`src/rtl/ibex_trace_buffer_pkg.sv`:
```
// Shared types for the retirement trace buffer: capture modes and the stored record layout.
package ibex_trace_buffer_pkg;

    typedef enum logic [1:0] {
        TRACE_STREAM = 2'b00,
        TRACE_STOP   = 2'b01,
        TRACE_RING   = 2'b10
    } trace_mode_e;

    typedef struct packed {
        logic [31:0] pc;
        logic [31:0] insn;
        logic [31:0] rd_wdata;
        logic [4:0]  rd_addr;
        logic        intr;
        logic        trap;
        logic [1:0]  mode;
    } trace_rec_t;

endpackage

```
`src/rtl/ibex_trace_ring.sv`:
```
// Circular record store with wrapping pointers and a level counter that separates full from empty.
module ibex_trace_ring
    import ibex_trace_buffer_pkg::*;
#(
    parameter int unsigned Depth = 16
) (
    input  logic                         clk_i,
    input  logic                         rst_i,
    input  logic                         clear,
    input  logic                         push,
    input  logic                         pop,
    input  logic                         overwrite,
    input  trace_rec_t                   wdata,
    output trace_rec_t                   rdata,
    output logic [$clog2(Depth+1)-1:0]   level
);

    localparam int unsigned PtrW = $clog2(Depth);
    localparam int unsigned LvlW = $clog2(Depth+1);

    trace_rec_t      mem [Depth];
    logic [PtrW-1:0] wr_ptr;
    logic [PtrW-1:0] rd_ptr;

    always_ff @(posedge clk_i or posedge rst_i) begin
        if (rst_i) begin
            for (int unsigned i = 0; i < Depth; i++) begin
                mem[i] <= '0;
            end
            wr_ptr <= '0;
            rd_ptr <= '0;
            level  <= '0;
        end else if (clear) begin
            wr_ptr <= '0;
            rd_ptr <= '0;
            level  <= '0;
        end else begin
            if (push || overwrite) begin
                mem[wr_ptr] <= wdata;
                wr_ptr      <= wr_ptr + PtrW'(1);
            end
            // An overwrite retires the oldest entry while adding one, so level holds.
            if (pop || overwrite) begin
                rd_ptr <= rd_ptr + PtrW'(1);
            end
            if (push && !pop) begin
                level <= level + LvlW'(1);
            end else if (pop && !push) begin
                level <= level - LvlW'(1);
            end
        end
    end

    assign rdata = mem[rd_ptr];

endmodule

```
`src/rtl/ibex_trace_buffer.sv`:
```
// RVFI retirement trace buffer: filtering, capture-mode control, freeze flag and drop counting.
module ibex_trace_buffer
    import ibex_trace_buffer_pkg::*;
#(
    parameter int unsigned Depth        = 16,
    parameter int unsigned DropCntWidth = 16,
    parameter bit          PcFilterEn   = 1'b1
) (
    input  logic                         clk_i,
    input  logic                         rst_i,
    input  logic                         enable_i,
    input  logic                         clear_i,
    input  logic [1:0]                   mode_i,
    input  logic                         trap_only_i,
    input  logic [31:0]                  pc_lo_i,
    input  logic [31:0]                  pc_hi_i,
    input  logic                         rvfi_valid,
    input  logic [31:0]                  rvfi_pc_rdata,
    input  logic [31:0]                  rvfi_insn,
    input  logic [31:0]                  rvfi_rd_wdata,
    input  logic [4:0]                   rvfi_rd_addr,
    input  logic                         rvfi_trap,
    input  logic                         rvfi_intr,
    input  logic [1:0]                   rvfi_mode,
    output logic                         out_valid_o,
    input  logic                         out_ready_i,
    output logic [31:0]                  out_pc_o,
    output logic [31:0]                  out_insn_o,
    output logic [31:0]                  out_rd_wdata_o,
    output logic [4:0]                   out_rd_addr_o,
    output logic [3:0]                   out_flags_o,
    output logic [$clog2(Depth+1)-1:0]   level_o,
    output logic [DropCntWidth-1:0]      drop_cnt_o,
    output logic                         frozen_o
);

    localparam int unsigned LvlW = $clog2(Depth+1);

    trace_mode_e             mode;
    trace_rec_t              rec;
    trace_rec_t              head;
    logic [LvlW-1:0]         level;
    logic                    window_active, in_window, eligible, accept;
    logic                    full, pop, push, overwrite, drop, fill;
    logic                    frozen;
    logic [DropCntWidth-1:0] drop_cnt;

    always_comb begin
        case (trace_mode_e'(mode_i))
            TRACE_STOP: mode = TRACE_STOP;
            TRACE_RING: mode = TRACE_RING;
            default:    mode = TRACE_STREAM;
        endcase
    end

    assign rec = '{pc: rvfi_pc_rdata, insn: rvfi_insn, rd_wdata: rvfi_rd_wdata,
                   rd_addr: rvfi_rd_addr, intr: rvfi_intr, trap: rvfi_trap, mode: rvfi_mode};

    assign window_active = PcFilterEn && (pc_lo_i < pc_hi_i);
    assign in_window     = (rvfi_pc_rdata >= pc_lo_i) && (rvfi_pc_rdata < pc_hi_i);
    assign eligible      = rvfi_valid && enable_i && (!trap_only_i || rvfi_trap || rvfi_intr)
                           && (!window_active || in_window);
    assign accept        = eligible && !clear_i;

    // The push is judged after the same-cycle pop, so a popping full buffer still has room.
    assign full      = (level == LvlW'(Depth));
    assign pop       = (level != '0) && out_ready_i;
    assign push      = accept && !frozen && (!full || pop);
    assign overwrite = accept && !frozen && full && !pop && (mode == TRACE_RING);
    assign drop      = accept && (frozen || (full && !pop && (mode != TRACE_RING)));
    assign fill      = push && (pop ? full : (level == LvlW'(Depth-1)));

    always_ff @(posedge clk_i or posedge rst_i) begin
        if (rst_i) begin
            frozen   <= 1'b0;
            drop_cnt <= '0;
        end else if (clear_i) begin
            frozen   <= 1'b0;
            drop_cnt <= '0;
        end else begin
            if (fill && (mode == TRACE_STOP)) begin
                frozen <= 1'b1;
            end
            if (drop && (drop_cnt != '1)) begin
                drop_cnt <= drop_cnt + DropCntWidth'(1);
            end
        end
    end

    ibex_trace_ring #(
        .Depth (Depth)
    ) u_ring (
        .clk_i     (clk_i),
        .rst_i     (rst_i),
        .clear     (clear_i),
        .push      (push),
        .pop       (pop),
        .overwrite (overwrite),
        .wdata     (rec),
        .rdata     (head),
        .level     (level)
    );

    assign out_valid_o    = (level != '0);
    assign out_pc_o       = head.pc;
    assign out_insn_o     = head.insn;
    assign out_rd_wdata_o = head.rd_wdata;
    assign out_rd_addr_o  = head.rd_addr;
    assign out_flags_o    = {head.intr, head.trap, head.mode};
    assign level_o        = level;
    assign drop_cnt_o     = drop_cnt;
    assign frozen_o       = frozen;

endmodule

```
`config.mk`:
```
export PLATFORM = sky130hd
export DESIGN_NAME = ibex_trace_buffer
export DESIGN_NICKNAME = d
export VERILOG_FILES = /design/src/rtl/ibex_trace_buffer_pkg.sv /design/src/rtl/ibex_trace_ring.sv /design/src/rtl/ibex_trace_buffer.sv
export SDC_FILE = /design/constraint.sdc
export NUM_CORES = 2
export LEC_CHECK = 0
export ABC_AREA = 0
export BUFFER_PORTS_ARGS = -buffer_cell sky130_fd_sc_hd__clkbuf_2
export CAP_MARGIN = 20
export CORE_MARGIN = 2
export CORE_UTILIZATION = 50
export CTS_CLUSTER_SIZE = 25
export DETAILED_ROUTE_END_ITERATION = 16
export PLACE_DENSITY = 0.69
export SYNTH_ARGS = -nofsm -noshare
export SYNTH_HDL_FRONTEND = slang
export SYNTH_HIERARCHICAL = 1
export SYNTH_SLANG_ARGS = --single-unit
export TNS_END_PERCENT = 20
```
`constraint.sdc`:
```
create_clock -name clk_i -period 59.4 [get_ports clk_i]
set_input_delay 11.88 -clock clk_i [delete_from_list [all_inputs] [get_ports clk_i]]
set_output_delay 11.88 -clock clk_i [all_outputs]
set_load 0.02 [all_outputs]
```
After elaboration in Yosys (flattened, before gate mapping)
Cells that the tools add are included.

storage, ports and cells
  bits in read-only memories = 0
  latch bits = 0
  memory bits (writable) = 0
  bits in registers = 1710
  input port bits = 178
  word-level logic and storage cells = 199
  memories = 0
  output and inout port bits = 128

cells by class
  $mul = 0
  bitwise logic cells = 3
  eq/ne operators = 8
  mux-type cells = 19
  $add $sub $neg = 5
  reduce and logical (&&, ||, !) cells = 41
  shift operators = 0
  magnitude comparators = 6
  divide/modulo/power cells = 0

operators by type and width
  kind                                                        count
  bitwise mux 1680 bit                                        1
  binary-select mux 105 bit (select 4 bit)                    1
  demux 105 bit (select 4 bit)                                1
  2-to-1 mux 105 bit                                          3
  less-than comparator 32 bit                                 2
  >= comparator 32 bit                                        1
  2-to-1 mux 16 bit                                           2
  logical AND 1 bit                                           20
  adder 16 x 1 -> 16 bit, second input constant               1
  2-to-1 mux 4 bit                                            4
  != test 16 bit, second input constant                       1
  2-to-1 mux 5 bit                                            3
  >= comparator 5 bit, second input constant                  2
  NOT 4 -> 5 bit                                              2
  adder 4 x 1 -> 4 bit, second input constant                 2
  nonzero test 2 bit                                          4
  zero test 1 bit                                             7
  logical OR 1 bit                                            7
  adder 5 x 1 -> 5 bit, second input constant                 1
  == test 5 x 4 -> 1 bit, second input constant               1
  == test 5 bit, second input constant                        1
  less-than comparator 5 x 1 -> 1 bit, second input constant  1
  nonzero test 5 bit                                          1
  subtractor 5 x 1 -> 5 bit, second input constant            1
  8 further kinds                                             12

Logic depth before layout (Yosys ltp)
  depth in word-level cells = 13
  depth in mapped cells = 16
  mapped depth without buffers = 16

Modules after synthesis
Netlist, hierarchy kept.

modules (own cells, without submodules)
  module             cells an instance  area an instance (um^2)  seq. area each (um^2)  instances
  ibex_trace_ring    4625               75045.7                  42365.6                1
  ibex_trace_buffer  418                3383.2                   425.4                  1

Worst setup path after synthesis
Ideal clock, no wire load.

  path kind = in2reg
  start = input pc_lo_i[14]
  end = register u_ring/mem[1189] (netlist name)
  required time = 59272 ps
  stages on the path = 16
  setup slack = 43911 ps
  path buffers = 2
  library setup time = 128 ps
  arrival = 15362 ps
  cells stage by stage = inv_1 -> ha_1 -> nand4_1 -> or3_4 -> a2111oi_4 -> o41ai_2 -> and2_2 -> o211ai_1 -> nand2_1 -> nor3_1 -> o21ai_1 -> nor3_1 -> nand2_1 -> buf_2 -> buf_2 -> mux2_1

on the way
  cells in the longest elaborated chain, start to end = 11
  elaborated cells between the ends (all ways) = 14
  those cells by class = 2 x order compare; 12 x reduce/logical

RTL lines
  what                                                                        line                                              RTL
  start, declared                                                             ibex_trace_buffer.sv:15                           input logic [31:0] pc_lo_i,
  less-than comparator 32 bit / >= comparator 32 bit (equally long branches)  ibex_trace_buffer.sv:59, ibex_trace_buffer.sv:60
  zero test 1 bit / logical AND 1 bit (equally long branches)                 ibex_trace_buffer.sv:62, ibex_trace_buffer.sv:60
  logical OR 1 bit (*)                                                        ibex_trace_buffer.sv:62                           && (!window_active || in_window);
  logical AND 1 bit (*)                                                       ibex_trace_buffer.sv:62
  logical AND 1 bit (*)                                                       ibex_trace_buffer.sv:63                           assign accept = eligible && !clear_i;
  logical AND 1 bit (*) (4 in series)                                         ibex_trace_buffer.sv:69                           assign overwrite = accept && !frozen && full && !pop && (mode == TRACE_RING);
  net overwrite                                                               ibex_trace_buffer.sv:44                           logic full, pop, push, overwrite, drop, fill;
  logical OR 1 bit (*)                                                        ibex_trace_ring.sv:38                             if (push || overwrite) begin
  AND reduction 2 bit (no line) (*)                                           n/a
  end signal, assigned by index                                               ibex_trace_ring.sv:39                             mem[wr_ptr] <= wdata;
  end, declared                                                               ibex_trace_ring.sv:21                             trace_rec_t mem [Depth];

The timed path passes the listed nets; every way through them passes the cells marked *.
A chain may end at the register's enable or synchronous reset.

Final worst setup path
  start = register u_ring.rd_ptr[0]
  end = output out_rd_wdata_o[26]

on the way
  cells in the longest elaborated chain, start to end = 4

RTL lines
  what                                                    line                     RTL
  start, declared                                         ibex_trace_ring.sv:23    logic [PtrW-1:0] rd_ptr;
  start signal, assigned                                  ibex_trace_ring.sv:44    rd_ptr <= rd_ptr + PtrW'(1);
  NOT 4 -> 5 bit (implied by the code)                    ibex_trace_ring.sv:54    assign rdata = mem[rd_ptr];
  binary-select mux 105 bit (select 4 bit)                ibex_trace_ring.sv:54
  2-to-1 mux 105 bit (implied by the code) (2 in series)  ibex_trace_ring.sv:54
  end, declared                                           ibex_trace_buffer.sv:29  output logic [31:0] out_rd_wdata_o,

No other way between the ends. The select of a mux whose other input is x is not followed.

==> run summary <==
Fin crit period -> 17410 ps
Post-synthesis cell type count -> 63
Ranking of synthesized cells by area -> dfrtp_1 55%, mux2_2 24%, mux4_2 12%
Pwr dens -> 33.0 mW/mm^2
RSZ-0062 raised after global routing -> false
Post-CTS setup buffer count -> 0
Worst Tran Pin Value -> 1140 ps
Synth warn -> 6
Period utilization -> 0.293
H-tree levels -> 4
Num CTS Buffers -> 180
Cell taking the most area after synthesis -> dfrtp_1
Total DRC errors in the routed layout -> 0
Top achievable clock speed -> 0.0574 GHz
CTS tree -> done
Number of detailed-route iterations in the first pass -> 5
Post-Synthesis Cells -> 5043
Worst VDD drop -> 0.0000309 V
Sequential area share after synthesis -> 0.546
CP endpoint kind -> primary output
Max incr delay on CP -> 980 ps
Post-synth ARST share -> 1.00
Total Wirelength -> 196000 um
Pin count of the biggest net entering global routing -> 175
Rows -> 145
Final Max Slew Viols -> 0
Status -> complete, no violations
IO Count -> 306
Synthesis-to-finish area growth -> 11.9%
P_leak -> 43.7 nW
Clk pin slew, worst setup/hold paths -> 60 ps
Via count -> 45100
Die footprint -> 0.160 sq mm
TNS Setup -> 0 ps
Final worst slack -> 41990 ps
GR Overflow Total -> 0
Synth Flop Type -> dfrtp_1
Initial antenna violation count -> 11
GRT Resource Usage Total -> 0.249
Syn Area/Cell -> 15.6 sq um
Root Driver -> clkbuf_16
Cts repair resizes -> 0
#FFs+latches synth -> 1710
Hold Fails Final Rpt -> 0
CP cell instances -> buf_4, buf_4, buf_4, mux4_2, a22oi_1, nand2_1, clkbuf_2
CP arrival -> 5530 ps
Startpoint class of the critical path -> register
Final setup violating endpoints -> 0
Die height -> 400 um
Crit path kind -> reg2out
Post-Syn Area -> 0.0784 sq mm
Detail Route Antenna Nets -> 0
Initial core utilization -> 0.503
Placer Congestion -> 0.806
Drt via density -> 6.10
Core area -> 0.156 sq mm
Layout cells sized above 1 -> 0.520
Layout Nets -> 5464
Area share of the largest cell type after synthesis -> 0.546
Clock skew -> 48.5 ps
Max-Cap Viols -> 0
Worst EP required -> 47520 ps
Seq. cell area -> 0.0428 sq mm
Most used cell, CP -> buf_4
# hold bufs at CTS -> 0
Detailed Place HPWL -> 109000 um
Place WS -> 40910 ps
Number of flops mapped to enable cells by yosys -> 0
IO buf count -> 305
Vias in the first global route -> 48200
DRT iter0 DRCs -> 3207
CTS Buffer Depth -> 3
Post-Syn Nets -> 5326
Clock sink count -> 1710
Worst min-delay path category -> reg2reg
Worst-path fanout max -> 43
Multi-input gate area -> 0.0337 sq mm
Final core utilization -> 0.563
Wire per inst -> 26.5 um
Die Width -> 400 um
Max stage delay cell, worst path -> dfrtp_4
First-pass GRT wire length -> 302000 um
Clk_lat worst skew -> 830 ps
Worst slew margin -> 0.240
# fillers -> 12400
==> flip-flops by register name, summed over array words and instances (netlist names) <==
| name | cells |
|---|---|
| drop_cnt_o | 16 |
| frozen_o | 1 |
| u_ring/level | 5 |
| u_ring/mem | 1680 |
| u_ring/rd_ptr | 4 |
| u_ring/wr_ptr | 4 |
==> power by group <==
| group | switching (W) | internal [W] | leakage, nW |
|---|---|---|---|
| logic | 0.000307 | 0.000209 | 17.0 |
| registers | 0.0000294 | 0.00120 | 23.7 |
| clock network | 0.000481 | 0.000667 | 3.01 |
| total | 0.000818 | 0.00208 | 43.7 |
==> worst max-delay path, delay by kind of cell, from the launching register on <==
kind | cells | cell delay [ps]
and+or+nand+nor | 1 | 150
muxes | 1 | 590
DFF | 1 | 980
buffers and inverters | 4 | 2550
AOI/OAI and AO/OA | 1 | 290
==> synth_stat cells, types with 3 or more instances <==
master	instances
dfrtp_1	1710
mux2_2	1644
mux4_2	420
a22oi_1	210
clkbuf_1	185
nand2_1	159
buf_2	134
buf_1	108
ha_1	104
inv_1	71
a21oi_1	42
mux2_1	36
nor2_1	25
o21ai_0	19
nand3_1	17
nand4_1	13
nor3_1	12
and4_1	11
nand2b_1	11
o21a_1	11
a21o_1	10
o31ai_1	7
a221oi_1	6
or3_1	6
xor2_1	6
o211ai_1	5
or4_1	5
o41ai_1	4
a211oi_1	3
and2_1	3
nor4_1	3
o22ai_1	3
xnor2_1	3
==> final cells by class <==
cell class                 count  share of cell area
antenna                        3           0.0000855
sequential                  1710               0.487
multi-input combinational   2833               0.384
clock buffer                 271              0.0606
timing repair buffer         385              0.0263
tap                         2058              0.0293
inverter                      71             0.00308
clock inverter                58             0.00899
==> metrics by stage <==
step	hold WS (ps)	std cells	cell area [sq um]	power, W
after detailed placement	476	7052	81600	0.00178
final	488	7389	87800	0.00290
after global placement	469	7049	81500	0.00177
after global routing	505	7387	87800	0.00302
after CTS	492	7381	87700	0.00293
after floorplan	459	5043	78400	0.00162
==> path summary, 6_finish.rpt <==
| check | cells after the start | to | startpoint | slack, ps |
|---|---|---|---|---|
| setup / recovery | 7 | out_rd_wdata_o[26] | u_ring/rd_ptr[0] | 41990 |
| hold / removal | 1 | u_ring/mem[744] | u_ring/mem[744] | 490 |
| setup reg to reg | 9 | u_ring/mem[1670] | u_ring/level[1] | 54420 |
| hold reg to reg | 1 | u_ring/mem[744] | u_ring/mem[744] | 490 |
| max in group asynchronous | 7 | u_ring/mem[456] | rst_i | 44190 |
| min in group asynchronous | 2 | drop_cnt_o[8] | rst_i | 11200 |
==> cells by family (layout without fill, tap and decap cells) <==
family,after synthesis,after routing,share of synthesized area
AO/OA/AOI/OAI,339,339,0.0314
XOR/XNOR,9,9,0.00101
adder cells (fa/ha/maj),105,105,0.0168
buffers and inverters,500,785,0.0263
flip-flops,1710,1710,0.546
multiplexers,2101,2101,0.362
other,0,3,0
AND/OR/NAND/NOR,279,279,0.0169
==> cell usage in the layout (no fill, tap or decap), drive strengths merged, types with 4 or more instances in the layout <==
| cell type | netlist | layout |
|---|---|---|
| bufinv | 0 | 10 |
| and2 | 5 | 5 |
| a221oi | 6 | 6 |
| clkbuf | 185 | 576 |
| inv | 71 | 80 |
| o31ai | 7 | 7 |
| nor2 | 26 | 26 |
| nor3 | 13 | 13 |
| buf | 244 | 80 |
| a22oi | 210 | 210 |
| o41ai | 5 | 5 |
| dfrtp | 1710 | 1710 |
| nand3 | 17 | 17 |
| clkinv | 0 | 36 |
| nand2 | 160 | 160 |
| nand4 | 13 | 13 |
| mux2 | 1680 | 1680 |
| mux4 | 420 | 420 |
| o21ai | 21 | 21 |
| nor4 | 4 | 4 |
| a21oi | 42 | 42 |
| a2111oi | 5 | 5 |
| o211ai | 5 | 5 |
| xor2 | 6 | 6 |
| or3 | 7 | 7 |
| ha | 104 | 104 |
| nand2b | 11 | 11 |
| a21o | 10 | 10 |
| or4 | 5 | 5 |
| and4 | 11 | 11 |
| o21a | 11 | 11 |
==> routing by layer <==
metal,track usage,part of all wire,vias to the layer above
li1,-,-,19200
met1,0.348,0.45,24700
met2,0.407,0.49,897
met3,0.0401,0.042,272
met4,0.0638,0.022,12
met5,0,0.00038,-
Note: power is estimated with default switching activity, not from simulation.
